===== src/rtl/regfile_rd2_if.sv =====
// Operand-read and writeback bus of the two-read, one-write register file.
// master is the decode/writeback side, slave is the register file.
interface regfile_rd2_if #(
  parameter int WIDTH = 32,
  parameter int AW    = 5
);
  logic             rd_req;
  logic             stall;
  logic [AW-1:0]    ra1;
  logic [AW-1:0]    ra2;
  logic [WIDTH-1:0] rd1;
  logic [WIDTH-1:0] rd2;
  logic             rd_valid;
  logic             wen;
  logic [AW-1:0]    wa;
  logic [WIDTH-1:0] wd;

  modport master (
    output rd_req, stall, ra1, ra2, wen, wa, wd,
    input  rd1, rd2, rd_valid
  );

  modport slave (
    input  rd_req, stall, ra1, ra2, wen, wa, wd,
    output rd1, rd2, rd_valid
  );
endinterface


===== src/rtl/regfile_rd2.sv =====
// Two-read, one-write register file with registered operands; entry 0 reads zero.
// Define REGFILE_BYPASS_EN to forward same-edge write data to a matching read.
module regfile_rd2 #(
  parameter int WIDTH = 32,
  parameter int AW    = 5
) (
  input  logic         clk,
  input  logic         rst,
  regfile_rd2_if.slave bus
);
  localparam int DEPTH = 1 << AW;

  logic [WIDTH-1:0] mem [DEPTH];
  logic [WIDTH-1:0] val1;
  logic [WIDTH-1:0] val2;

  // Entry 0 is never written, so it stays at its reset value of zero.
  always_ff @(posedge clk or negedge rst) begin
    if (!rst) begin
      // NOTE: the array is built from resettable flops so it clears asynchronously; a RAM macro could not honour this.
      for (int i = 0; i < DEPTH; i++) mem[i] <= '0;
    end else if (bus.wen && bus.wa != '0) begin
      // NOTE: non-blocking so a read captured on this same edge sees the pre-write entry.
      mem[bus.wa] <= bus.wd;
    end
  end

  always_comb begin
    // NOTE: defaults first so every path assigns both values and no latch is inferred.
    val1 = '0;
    val2 = '0;
    if (bus.ra1 != '0) val1 = mem[bus.ra1];
    if (bus.ra2 != '0) val2 = mem[bus.ra2];
`ifdef REGFILE_BYPASS_EN
    if (bus.wen && bus.wa != '0 && bus.wa == bus.ra1) val1 = bus.wd;
    if (bus.wen && bus.wa != '0 && bus.wa == bus.ra2) val2 = bus.wd;
`endif
  end

  // Stall freezes the whole operand stage; an idle cycle only drops valid.
  always_ff @(posedge clk or negedge rst) begin
    if (!rst) begin
      bus.rd1      <= '0;
      bus.rd2      <= '0;
      bus.rd_valid <= 1'b0;
    end else if (!bus.stall) begin
      if (bus.rd_req) begin
        bus.rd1      <= val1;
        bus.rd2      <= val2;
        bus.rd_valid <= 1'b1;
      end else begin
        bus.rd_valid <= 1'b0;
      end
    end
  end
endmodule


===== src/flat_wrapper.sv =====
// flat-port wrapper written by rule: the top's interface ports become plain ports
module regfile_rd2_flat 
#(
  parameter int WIDTH = 32,
  parameter int AW    = 5
)
  (clk, rst, bus_rd_req, bus_stall, bus_ra1, bus_ra2, bus_wen, bus_wa, bus_wd, bus_rd1, bus_rd2, bus_rd_valid);
  regfile_rd2_if #(.WIDTH(WIDTH), .AW(AW)) bus_i ();
  input  logic clk;
  input  logic rst;
  input wire logic [$bits(bus_i.rd_req)-1:0] bus_rd_req;
  input wire logic [$bits(bus_i.stall)-1:0] bus_stall;
  input wire logic [$bits(bus_i.ra1)-1:0] bus_ra1;
  input wire logic [$bits(bus_i.ra2)-1:0] bus_ra2;
  input wire logic [$bits(bus_i.wen)-1:0] bus_wen;
  input wire logic [$bits(bus_i.wa)-1:0] bus_wa;
  input wire logic [$bits(bus_i.wd)-1:0] bus_wd;
  output wire logic [$bits(bus_i.rd1)-1:0] bus_rd1;
  output wire logic [$bits(bus_i.rd2)-1:0] bus_rd2;
  output wire logic [$bits(bus_i.rd_valid)-1:0] bus_rd_valid;
  assign bus_i.rd_req = bus_rd_req;
  assign bus_i.stall = bus_stall;
  assign bus_i.ra1 = bus_ra1;
  assign bus_i.ra2 = bus_ra2;
  assign bus_i.wen = bus_wen;
  assign bus_i.wa = bus_wa;
  assign bus_i.wd = bus_wd;
  assign bus_rd1 = bus_i.rd1;
  assign bus_rd2 = bus_i.rd2;
  assign bus_rd_valid = bus_i.rd_valid;
  regfile_rd2 #(.WIDTH(WIDTH), .AW(AW)) u_core (.clk(clk), .rst(rst), .bus(bus_i));
endmodule

===== config.mk =====
export PLATFORM = sky130hd
export DESIGN_NAME = regfile_rd2_flat
export DESIGN_NICKNAME = d
export VERILOG_FILES = /design/src/rtl/regfile_rd2_if.sv /design/src/rtl/regfile_rd2.sv /design/src/flat_wrapper.sv
export SDC_FILE = /design/constraint.sdc
export NUM_CORES = 2
export LEC_CHECK = 0
export ABC_AREA = 1
export CORE_ASPECT_RATIO = 0.75
export CORE_UTILIZATION = 45
export CTS_BUF_LIST = sky130_fd_sc_hd__clkbuf_16
export DETAILED_ROUTE_END_ITERATION = 10
export PLACE_DENSITY = 0.57
export SKIP_LAST_GASP = 1
export SLEW_MARGIN = 25
export SYNTH_ARGS = -nofsm -noshare
export SYNTH_HDL_FRONTEND = slang
export SYNTH_SLANG_ARGS = --single-unit

===== constraint.sdc =====
create_clock -name clk -period 2.5 [get_ports clk]
set_clock_uncertainty 0.05 [all_clocks]
set_input_delay 0.75 -clock clk [delete_from_list [all_inputs] [get_ports clk]]
set_output_delay 0.75 -clock clk [all_outputs]
set_load 0.02 [all_outputs]

# Word level (Yosys, flattened, before mapping)
# Index checks and enable logic that the tools add are counted.
dict set report totals {
  input_bits 52
  wordCells 61
  reg_bits 1089
}
dict set report op_classes {
  order_cmp 4
  reduce_logical 6
  mux 12
  bitwise_logic 4
}
# op n
set ops {}
lappend ops {{$bwmux 1024} 1}
lappend ops {{$bmux 32 s5} 2}
lappend ops {{$mux 32} 7}
lappend ops {{$demux 32 s5} 1}
lappend ops {{$ge 6x6->1 const B} 3}
lappend ops {{$not 5->6} 3}
lappend ops {{$reduce_bool 5->1} 3}
lappend ops {{$lt 6x1->1 const B} 1}
lappend ops {{$logic_and 1x1->1} 2}
lappend ops {{$reduce_and 2->1} 1}
lappend ops {{$mux 1} 1}
lappend ops {{$not 1->1} 1}

# Logic depth before layout (Yosys ltp)
dict set report logic_depth {
  depth_word 6
  mapped_depth 13
  mapped_depth_nobuf 11
}

# Worst setup path before layout
# OpenSTA, ideal clock, no wires.
dict set report synth_path {
  path_type {input port to flip-flop}
  startpoint {input bus_ra1[1]}
  endpoint {register u_core.bus.rd1[3]}
  setup_ns 0.118
  required_ns 2.332
  setup_slack_ns 0.264
  cell_stages 11
  n_path_buf 4
  t_arrival_ns 2.068
  cell_sequence {clkbuf_1 -> buf_2 -> clkbuf_1 -> clkbuf_1 -> nand3_1 -> nand3_1 -> nand3_1 -> nand2_1 -> nand2_1 -> nand3_1 -> nand2_1}
}
dict set report synth_via {
  elab_chain_len 5
  word_cells_on_any_way 6
}
# item line
set synth_rtl {}
lappend synth_rtl {{start: declaration} flat_wrapper.sv:13} ;# input wire logic [$bits(bus_i.ra1)-1:0] bus_ra1;
lappend synth_rtl {{$not 5->6 (implied by the code)} regfile_rd2.sv:32} ;# if (bus.ra1 != '0) val1 = mem[bus.ra1];
lappend synth_rtl {{$bmux 32 s5} regfile_rd2.sv:32}
lappend synth_rtl {{$mux 32 (implied by the code) (2 in series)} regfile_rd2.sv:32}
lappend synth_rtl {{$mux 32 (*)} regfile_rd2.sv:32}
lappend synth_rtl {{end signal: assignment} regfile_rd2.sv:48} ;# bus.rd1 <= val1;
lappend synth_rtl {{end: declaration} regfile_rd2_if.sv:25} ;# output rd1, rd2, rd_valid
# Mark *: on every way between the ends. The rest lies on a longest branch, timed or not. The select of a mux whose other input is x is not followed.
# A chain may end at the register's enable or synchronous reset.

# Worst setup path in the final report
dict set report layout_path {
  startpoint {register u_core.bus.rd2[6]}
  endpoint {output bus_rd2[6]}
}
# item line
set layout_rtl {}
lappend layout_rtl {{start: declaration} regfile_rd2_if.sv:25}
lappend layout_rtl {{start signal: assignment} regfile_rd2.sv:49} ;# bus.rd2 <= val2;
lappend layout_rtl {{end: declaration} flat_wrapper.sv:19} ;# output wire logic [$bits(bus_i.rd2)-1:0] bus_rd2;
# No word-level cell between the ends.

==> run_results.csv <==
group,metric,value,unit
run_status,status,"finished clean",
sta,worst_slack,0.0505,ns
sta,tightest_slew,0.640,ns
sta,fin_tns_setup,0,ns
cts,cts_tree,"built",
power,ir_drop,530,uV
floorplan,fp.dieH,314,um
critical_path,critPathArrivalTime,1.65,ns
sta,drv_slew,0,
sta,setup_viol_count_final,0,
sta,slew_headroom,57.3,%
synthesis,syn_inst,8581,
power,p_leak,34.2,nW
placement,place_area,0.0661,sq mm
cells_and_area,final.fill_count,12601,
synthesis,synth.distinct_cells,20,
cells_and_area,mostFrequentLayoutCells,"3632 x nand2_1, 1179 x o21ai_0, 1087 x dfrtp_1",
cts,cts_sinks,1089,
worst_hold_path,hold_depth,0,
cells_and_area,final_core_util,54.1,%
cells_and_area,fin_cells,10459,
sta,grt_setup_unrepaired,"false",
sta,fin_crit_sh,98.0,%
routing,routed_wl,256000,um
floorplan,start_util,45.4,%
floorplan,dieWidth,419,um
cells_and_area,final_common_cell,"nand2_1",
sta,hold_viol,0,
critical_path,crit_slowest_cell,"dfrtp_1",
global_route,first_global_vias,55709,
global_route,overflow,0,
routing,via_count,60927,
synthesis,ys_seq_area_share,46.5,%
routing,wl_per_cell,24.5,um
critical_path,crit_path_end_kind,"output pin",
worst_hold_path,worstHoldStart,"u_core.mem[1011]$_DFFE_PN0P_",
flow_run,maxCapViolCount,0,
synthesis,yosys_warnings,0,
sta,finalCriticalPeriod,2.45,ns
critical_path,cp.required,1.70,ns
power,powerDensity,740,mW/mm^2
critical_path,cp_max_fo,3,
cts,numCtsBuffers,115,
critical_path,crit_chain,"dlygate4sd2_1",
routing,post_drt_via_cell_ratio,5.83,
critical_path,startpoint_type,"flop",
synthesis,synth_seq_cells,1089,
critical_path,timing.rr.start,"u_core.mem[720]$_DFFE_PN0P_",
cts,cts_buffer_depth,3,
placement,place_ws,-0.369,ns
synthesis,syn_avg_cell_area,6.83,sq um
synthesis,syn_area,0.0586,sq mm
sta,fmax,0.408,GHz
global_route,grt_pass1_wl,380000,um
critical_path,path_buf_inv,1,
floorplan,dieArea,0.132,sq mm
critical_path,critPathKind,"reg2out",
placement,gp_congestion,0.917,
placement,place_inst,10241,
cts,cts_setup_buffers,0,
cts,cts-root-buf,"clkbuf_16",
critical_path,ff2ff_setup_slack,0.79,ns
routing,firstDrtPassIters,8,
worst_hold_path,min_path_type,"reg2reg",
cts,ctsHtreeMaxLevel,3,
floorplan,core-area,0.129,sq mm
synthesis,syn_nets,8633,
cts,clkLatencyLatePin,0.78,ns
placement,hpwl,162000,um
floorplan,rows,114,
placement,io_buffers,116,
critical_path,path_delay_family,"flip-flops",
worst_hold_path,hold_end,"u_core.mem[1011]$_DFFE_PN0P_",
cts,path_clk_slew,0.06,ns
floorplan,io_pins,117,
global_route,grt_max_degree,86,
routing,drc_errors,0,
cells_and_area,area_growth,19.1,%
global_route,antenna_found_initial,14,
critical_path,r2r_cells,11,
critical_path,slowest_delay,0.51,ns
cells_and_area,final_area,0.0698,sq mm
cells_and_area,fin_nets,8671,
cells_and_area,drive_gt1_share,8.48,%
critical_path,reg2reg_to,"u_core.bus.rd1[16]$_DFFE_PN0P_",
global_route,grtUsageTotal,38.8,%
routing,first_iter_violations,8902,
routing,ant_nets,0,
-- power breakdown --
| group | total (mW) | switching [mW] | leakage, nW | internal, mW |
|---|---|---|---|---|
| Sequential | 23.5 | 2.63 | 13.9 | 20.9 |
| Combinational | 10.7 | 6.67 | 18.4 | 4.02 |
| Clock | 17.4 | 7.78 | 1.89 | 9.62 |
| Total | 51.6 | 17.1 | 34.2 | 34.6 |
-- metal layers --
layer  GRT usage, %  vias to the layer above  routed length [um]
met5              0                        -                  55
met4           15.0                        8               10700
met3           8.59                      595               28600
met2           56.4                     3618              108000
met1           55.9                    29083              109000
li1               -                    27623                   -
-- cells in the mapped netlist, drive strengths merged --
master,n,share of area [%]
nand2,3660,23
o21ai,1208,10
dfrtp,1089,47
nand3,831,7.1
clkbuf,604,3.9
nor2,507,3.3
a21oi,285,2.4
inv,225,1.4
buf,105,0.77
o211ai,48,0.62
nor3,11,0.12
nand3b,4,0.051
clkinv,2,0.013
nand4,1,0.011
nor4,1,0.036
-- metrics by stage --
step                      hold WS (ns)  power (mW)
final                            0.351        51.6
after global routing             0.361        54.2
after CTS                        0.354        51.6
after detailed placement         0.339        34.3
after global placement           0.336        34.1
after floorplan                  0.401        29.7
-- final cells by class --
class | count | area [sq um] | area share [%]
clock inverter | 94 | 732 | 1.05
tap | 1740 | 2180 | 3.12
timing repair buffer | 630 | 7730 | 11.1
multi-input combinational | 6556 | 28000 | 40.2
clock buffer | 118 | 2950 | 4.23
sequential | 1089 | 27300 | 39.1
antenna | 5 | 12.5 | 0.0179
inverter | 227 | 878 | 1.26
-- what timing repair did --
| action | 4_1_cts | 5_1_grt |
|---|---|---|
| hold buffers | 1 | 0 |
| endpoints found under the hold margin | 12 | 0 |
| gates resized for setup | 72 | 2 |
| gates cloned | 0 | 0 |
| pin swaps | 0 | 0 |
| setup endpoints to repair | 65 | 1 |
-- kinds of logic after synthesis --
group	share of synthesized area (%)
flip-flops	46.5
AO/OA/AOI/OAI	13.4
AND/OR/NAND/NOR	34.0
buffers and inverters	6.10
-- worst max-delay path by stage --
stage | startpoint | endpoint | cells after the start
detailed placement | bus_wa[2] | u_core.mem[286]$_DFFE_PN0P_ | 8
finish | u_core.bus.rd2[6]$_DFFE_PN0P_ | bus_rd2[6] | 1
global placement | bus_wa[3] | u_core.mem[277]$_DFFE_PN0P_ | 8
floorplan | bus_ra1[1] | u_core.bus.rd1[3]$_DFFE_PN0P_ | 11
global route | u_core.bus.rd2[3]$_DFFE_PN0P_ | bus_rd2[3] | 1
CTS | u_core.bus.rd2[10]$_DFFE_PN0P_ | bus_rd2[10] | 1
-- state kept, by name, summed over array words and instances, names as in the netlist --
signal,count
u_core.mem,1024
u_core.bus.rd1,32
u_core.bus.rd2,32
u_core.bus.rd_valid,1
(Power assumes the default switching activity.)
